## config.mk

```make
export PLATFORM = sky130hd
export DESIGN_NAME = noc_out_port_arb
export DESIGN_NICKNAME = d
export VERILOG_FILES = /design/src/rtl/noc_arb_pkg.sv /design/src/rtl/noc_rr_arb.sv /design/src/rtl/noc_out_port_arb.sv
export SDC_FILE = /design/constraint.sdc
export NUM_CORES = 1
export LEC_CHECK = 0
export ABC_AREA = 0
export CAP_MARGIN = 30
export CORE_ASPECT_RATIO = 0.7
export CORE_UTILIZATION = 36
export DETAILED_ROUTE_END_ITERATION = 8
export PLACE_DENSITY = 0.78
export SLEW_MARGIN = 20
export SYNTH_ARGS = -nofsm -noshare
export SYNTH_HDL_FRONTEND = slang
export SYNTH_SLANG_ARGS = --single-unit
export TNS_END_PERCENT = 5
```

## constraint.sdc

```tcl
create_clock -name clk -period 3.8 [get_ports clk]
set_clock_uncertainty 0.05 [all_clocks]
set_input_delay 0.38 -clock clk [delete_from_list [all_inputs] [get_ports clk]]
set_output_delay 0.38 -clock clk [all_outputs]
set_load 0.005 [all_outputs]
```

## src/rtl/noc_arb_pkg.sv

```systemverilog
// Shared constants and state type for the NoC output-port arbiter.
// The flit field positions are defaults; the top may override them per instance.
package noc_arb_pkg;

  localparam int NOC_FLIT_W  = 64;
  localparam int NOC_LEN_LSB = 22;
  localparam int NOC_LEN_W   = 8;

  typedef enum logic {
    IDLE = 1'b0,
    BODY = 1'b1
  } arb_state_e;

endpackage

```

## src/rtl/noc_rr_arb.sv

```systemverilog
// Combinational round-robin picker: grants the first requester found at or after
// i_ptr, wrapping from NUM_IN-1 back to 0.
module noc_rr_arb #(
  parameter  int NUM_IN = 4,
  localparam int IDX_W  = $clog2(NUM_IN)
) (
  input  logic [NUM_IN-1:0] i_req,
  input  logic [IDX_W-1:0]  i_ptr,
  output logic [NUM_IN-1:0] o_gnt,
  output logic [IDX_W-1:0]  o_gnt_idx
);

  int               w_sum;
  logic [IDX_W-1:0] w_j;
  logic             w_hit;
  logic             w_found;

  // Walk the sources in priority order starting at the pointer; the first hit wins.
  always_comb begin
    o_gnt     = '0;
    o_gnt_idx = '0;
    w_sum     = 0;
    w_j       = '0;
    w_hit     = 1'b0;
    w_found   = 1'b0;
    for (int k = 0; k < NUM_IN; k++) begin
      w_sum      = int'(i_ptr) + k;
      w_j        = IDX_W'((w_sum >= NUM_IN) ? (w_sum - NUM_IN) : w_sum);
      w_hit      = !w_found && i_req[w_j];
      o_gnt[w_j] = o_gnt[w_j] | w_hit;
      o_gnt_idx  = w_hit ? w_j : o_gnt_idx;
      w_found    = w_found | w_hit;
    end
  end

endmodule

```

## src/rtl/noc_out_port_arb.sv

```systemverilog
// Wormhole output-port arbiter: packet-granular round-robin onto one NoC link,
// locked to the owner until its tail flit, with valid/yummy credit flow control.
module noc_out_port_arb
  import noc_arb_pkg::*;
#(
  parameter  int NUM_IN  = 4,
  parameter  int FLIT_W  = NOC_FLIT_W,
  parameter  int LEN_LSB = NOC_LEN_LSB,
  parameter  int LEN_W   = NOC_LEN_W,
  parameter  int CREDITS = 4,
  localparam int IDX_W   = $clog2(NUM_IN),
  localparam int CNT_W   = $clog2(CREDITS + 1)
) (
  input  logic                     clk,
  input  logic                     rst,
  input  logic [NUM_IN-1:0]        in_val,
  input  logic [NUM_IN*FLIT_W-1:0] in_data,
  output logic [NUM_IN-1:0]        in_rdy,
  output logic                     out_val,
  output logic [FLIT_W-1:0]        out_data,
  input  logic                     out_yummy,
  output logic                     busy,
  output logic [IDX_W-1:0]         owner,
  output logic [CNT_W-1:0]         credit_cnt,
  output logic                     credit_err
);

  arb_state_e        r_state;
  logic [IDX_W-1:0]  r_ptr;
  logic [IDX_W-1:0]  r_owner;
  logic [LEN_W-1:0]  r_remaining;
  logic              r_busy;
  logic [CNT_W-1:0]  r_credit_cnt;
  logic              r_credit_err;
  logic              r_out_val;
  logic [FLIT_W-1:0] r_out_data;

  logic [NUM_IN-1:0] w_gnt;
  logic [IDX_W-1:0]  w_gnt_idx;
  logic [NUM_IN-1:0] w_rdy;
  logic              w_acc;
  logic              w_credit_ok;
  logic [IDX_W-1:0]  w_sel;
  logic [FLIT_W-1:0] w_in_flit [NUM_IN];
  logic [FLIT_W-1:0] w_flit;
  logic [LEN_W-1:0]  w_len;

  function automatic logic [IDX_W-1:0] f_next(input logic [IDX_W-1:0] idx);
    return (idx == IDX_W'(NUM_IN - 1)) ? '0 : (idx + IDX_W'(1));
  endfunction

  noc_rr_arb #(
    .NUM_IN (NUM_IN)
  ) u_rr (
    .i_req     (in_val),
    .i_ptr     (r_ptr),
    .o_gnt     (w_gnt),
    .o_gnt_idx (w_gnt_idx)
  );

  for (genvar g = 0; g < NUM_IN; g++) begin : g_split
    assign w_in_flit[g] = in_data[g*FLIT_W +: FLIT_W];
  end

  assign w_credit_ok = (r_credit_cnt != '0);

  // Idle offers the link to the RR winner; a locked link is offered only to its owner.
  always_comb begin
    w_rdy = '0;
    case (r_state)
      IDLE:    w_rdy = w_credit_ok ? w_gnt : '0;
      BODY:    w_rdy[r_owner] = w_credit_ok;
      default: w_rdy = '0;
    endcase
  end

  assign in_rdy = w_rdy;
  assign w_acc  = |(in_val & w_rdy);
  assign w_sel  = (r_state == BODY) ? r_owner : w_gnt_idx;
  assign w_flit = w_in_flit[w_sel];
  assign w_len  = w_flit[LEN_LSB +: LEN_W];

  always_ff @(posedge clk) begin
    if (rst) begin
      r_out_val  <= 1'b0;
      r_out_data <= '0;
    end else begin
      r_out_val  <= w_acc;
      r_out_data <= w_acc ? w_flit : r_out_data;
    end
  end

  // A yummy arriving with the counter already full is a downstream protocol error.
  always_ff @(posedge clk) begin
    if (rst) begin
      r_credit_cnt <= CNT_W'(CREDITS);
      r_credit_err <= 1'b0;
    end else begin
      case ({w_acc, out_yummy})
        2'b10: r_credit_cnt <= r_credit_cnt - CNT_W'(1);
        2'b01: begin
          if (r_credit_cnt == CNT_W'(CREDITS)) begin
            r_credit_err <= 1'b1;
          end else begin
            r_credit_cnt <= r_credit_cnt + CNT_W'(1);
          end
        end
        default: r_credit_cnt <= r_credit_cnt;
      endcase
    end
  end

  always_ff @(posedge clk) begin
    if (rst) begin
      r_state     <= IDLE;
      r_ptr       <= '0;
      r_owner     <= '0;
      r_remaining <= '0;
      r_busy      <= 1'b0;
    end else begin
      case (r_state)
        IDLE: begin
          if (w_acc) begin
            r_owner <= w_gnt_idx;
            if (w_len == '0) begin
              r_ptr <= f_next(w_gnt_idx);
            end else begin
              r_state     <= BODY;
              r_remaining <= w_len;
              r_busy      <= 1'b1;
            end
          end
        end
        BODY: begin
          if (w_acc) begin
            if (r_remaining == LEN_W'(1)) begin
              r_state <= IDLE;
              r_busy  <= 1'b0;
              r_ptr   <= f_next(r_owner);
            end else begin
              r_remaining <= r_remaining - LEN_W'(1);
            end
          end
        end
        default: begin
          r_state <= IDLE;
          r_busy  <= 1'b0;
        end
      endcase
    end
  end

  assign out_val    = r_out_val;
  assign out_data   = r_out_data;
  assign busy       = r_busy;
  assign owner      = r_owner;
  assign credit_cnt = r_credit_cnt;
  assign credit_err = r_credit_err;

endmodule

```

==> key figures <==
Finish
  • P&R area growth vs syn: 70.7%
  • Share of cells above drive strength 1: 10.2%
  • Fill cells: 1518
  • Final core occ: 63.9%
  • Post-layout instance area: 0.0106 mm²
  • ANT cells: 0
  • Final #Nets: 1593
  • Fin cells: 1549

CTS
  • Clock tree buffer depth: 2
  • Total CTS buffers: 9
  • CTS root buf: clkbuf_16
  • Worst-path clk slew: 0.06 ns
  • Clock H-tree levels: 3
  • Cts hold-fix bufs: 0
  • Clock latency on the worst-skew pair: 0.34 ns
  • Sink Count: 83
  • CTS tree: done

GRT
  • Initial antenna violation count: 1
  • Gr usage total: 29.6%
  • Largest net degree at the start of global routing: 50
  • GRT Residual Overflow: 0
  • First-pass GRT wire length: 40500 µm
  • Vias in the first global route: 7608

Floorplan
  • Row cnt: 39
  • Die height: 112 µm
  • Die area: 0.0177 mm²
  • Io pins: 339
  • Die X-Extent: 159 µm
  • Core area: 0.0165 mm²
  • Initial Utilization: 37.4%

Logic synthesis
  • Post-synthesis simple-gate area fraction: 43.1%
  • Asr flop ratio synth: 0%
  • Post-Synth Adder-Cell Area: 2.35%
  • Post-synthesis compound-gate area fraction: 17.0%
  • Cells after synthesis: 976
  • Syn nets: 1250
  • Mux contribution to synthesized area: 4.04%
  • Largest family of logic cells by synthesized area: simple AND/OR/NAND/NOR gates
  • Yosys Warn Count: 0
  • Post-synthesis xor/xnor area fraction: 0.142%
  • Unique cell type count in the Yosys netlist: 65
  • Synthesized area: 0.00619 mm²
  • Post-synth EDFFs: 0
  • Main synth FF type: dfxtp_1
  • Average cell area after synthesis: 6.34 µm²
  • Sequential element share of the synthesized area: 26.9%
  • Synthesized flop and latch total: 83

Placement
  • Pre-CTS setup slack: -0.502 ns
  • GPL Wtd Cong: 0.966
  • Area post-placement: 0.0101 mm²
  • Post-detail-place hpwl: 20800 µm
  • I/O Buffers: 338
  • Cells after DPL: 1525

Setup path
  • RR Startpoint: r_ptr[1]
  • CP max stage delay: 0.58 ns
  • Crit-path max FO: 4
  • R2R setup slack: -0.02 ns
  • Crit Path Category: flip-flop to output port
  • Reg2Reg Depth: 16
  • Critical Path Start Type: flip-flop
  • Worst EP arrival: 3.62 ns
  • Crit. End Element: output port
  • Reg-to-Reg End: credit_cnt[2]
  • Cells along the critical path: buf_6, ha_4, mux4_2, mux2_4, a2111o_1, nand2_2, a2111oi_4, or4_4, buf_6, a21oi_2, o21ai_1, and2_1, buf_2
  • CP max stage cell: or4_4
  • Data required, critical path: 3.37 ns
  • Top cell by count, worst path: buf_6

Detailed routing
  • Final antenna-violating net count: 0
  • Final WL: 27000 µm
  • Initial DRC Count: 745
  • Pre-Repair DR Iteration Count: 6
  • WL/cell: 17.4 µm
  • Vias/cell: 5.35
  • DRC viols: 0
  • Detailed-route via count: 8281

Run status
  • Failing checks: negative setup slack
  • Status: finished with violations

Timing
  • Setup violations, final: 5
  • Slew Limit Headroom: 63.9%
  • Setup TNS: -0.928 ns
  • RSZ-0062 raised after global routing: true
  • Period utilisation layout: 106%
  • Slew Limit Fails: 0
  • Max Fclk: 0.247 GHz
  • Fin worst setup slack: -0.246 ns
  • Hold_ws: 0.400 ns
  • Period minus WS final: 4.05 ns
  • Slew at the pin with the worst max-slew slack: 0.542 ns
  • Final Hold Viols: 0

Run
  • Max cap viols: 0

Min path
  • Min-Delay Path Depth: 2
  • Worst Hold Class: flip-flop to flip-flop
  • Worst Hold Path EP: out_data[27]
  • Hold_sp: out_data[27]

Power and ir drop
  • Overall Power: 7.26 mW
  • VDD IR max: 0.305 mV
  • Pwr dens: 688 mW/mm²
  • Static Leak: 4.19 nW
[synth_stat cells, types with 4 or more instances]
library cell,instances,area (µm²)
clkbuf_1,65,244
a221oi_1,4,35.0
and2_1,13,81.3
nand3_1,178,891
nand2_1,332,1250
o31ai_1,5,37.5
mux2_2,4,45.0
a21oi_1,90,450
a211oi_1,10,75.1
ha_1,10,125
nor2_1,23,86.3
inv_1,11,41.3
or3_1,5,31.3
buf_2,8,40.0
nor3_1,10,50.1
nor2b_1,10,62.6
dfxtp_1,83,1660
and3_1,5,31.3
a31oi_1,7,43.8
nor4_1,4,25.0
mux2i_1,10,100
o21ai_0,15,75.1
buf_6,4,45.0
mux4_2,4,90.1
a211o_1,4,35.0
or4_1,5,37.5
[where the power goes]
| group | total, mW | switching [mW] | leakage, nW | internal (mW) |
|---|---|---|---|---|
| logic | 4.79 | 2.61 | 3.36 | 2.18 |
| registers | 1.56 | 0.278 | 0.685 | 1.29 |
| clock network | 0.907 | 0.377 | 0.138 | 0.530 |
[layout make-up]
| type | instances | area (µm²) | share of cell area, % |
|---|---|---|---|
| sequential | 83 | 1670 | 15.8 |
| clock buffer | 11 | 243 | 2.30 |
| tap | 225 | 282 | 2.66 |
| multi-input combinational | 799 | 4250 | 40.2 |
| clock inverter | 5 | 61.3 | 0.580 |
| timing repair buffer | 414 | 4010 | 38.0 |
| inverter | 12 | 47.5 | 0.450 |
[worst max path at each step]
stage / slack [ns] / endpoint / depth (start not counted) / startpoint
final: -0.25 / in_rdy[1] / 13 / r_ptr[1]
after global routing: -0.37 / in_rdy[1] / 13 / r_ptr[0]
after CTS: -0.26 / in_rdy[2] / 14 / r_ptr[1]
after detailed placement: -0.50 / in_rdy[2] / 11 / in_val[3]
after global placement: -0.45 / in_rdy[1] / 11 / in_val[3]
after floorplan: 0.0009 / credit_cnt[2] / 15 / r_ptr[0]
[routing by layer]
layer  track usage, %  part of all wire (%)  wire (µm)  vias up
met1             35.8                    40      10900     3763
met3             7.32                   9.1       2470       69
met4             11.2                   3.4        922        2
li1                 -                     -          -     4058
met5                0                 0.048         13        -
met2             50.1                    47      12700      389
[logic make-up after synthesis]
group / count (synthesis)
AND/OR/NAND/NOR: 601
multiplexers: 19
adder cells (fa/ha/maj): 11
AO/OA/AOI/OAI: 167
flip-flops: 83
XOR/XNOR: 1
buffers and inverters: 94
[registers in the layout, summed over array words and instances, names as in the netlist]
| name | cells |
|---|---|
| out_data | 64 |
| credit_cnt | 3 |
| busy | 1 |
| owner | 2 |
| out_val | 1 |
| credit_err | 1 |
| r_state | 1 |
| r_remaining | 8 |
| r_ptr | 2 |
[layout by cell type, fill, tap and decap left out, types with 5 or more instances in the layout]
cell,Yosys,routed
a211oi_1,10,10
a21oi_1,90,85
a31oi_1,7,7
and2_1,13,12
buf_2,8,5
buf_4,3,64
buf_6,4,7
clkbuf_16,0,9
clkdlybuf4s50_1,0,333
dfxtp_1,83,81
ha_1,10,6
inv_1,11,9
mux2i_1,10,10
nand2_1,332,331
nand3_1,178,178
nor2_1,23,23
nor2b_1,10,9
nor3_1,10,9
o21ai_0,15,10
o21ai_1,0,5
o31ai_1,5,5
or3_1,5,5
[repair_timing]
action,CTS,global route
pin swaps,10,6
setup endpoints to repair,53,33
gates resized for setup,47,5
setup buffers,8,0
gates cloned,0,0
[critical path: cells and delay by family (launching register included)]
| kind | cells | cell delay (ns) |
|---|---|---|
| simple gates | 3 | 0.88 |
| flops | 1 | 0.36 |
| compound gates | 4 | 0.72 |
| mux | 2 | 0.77 |
| fa+ha+maj | 1 | 0.15 |
| buf+inv | 3 | 0.40 |
Note: power is estimated with default switching activity, not from simulation.
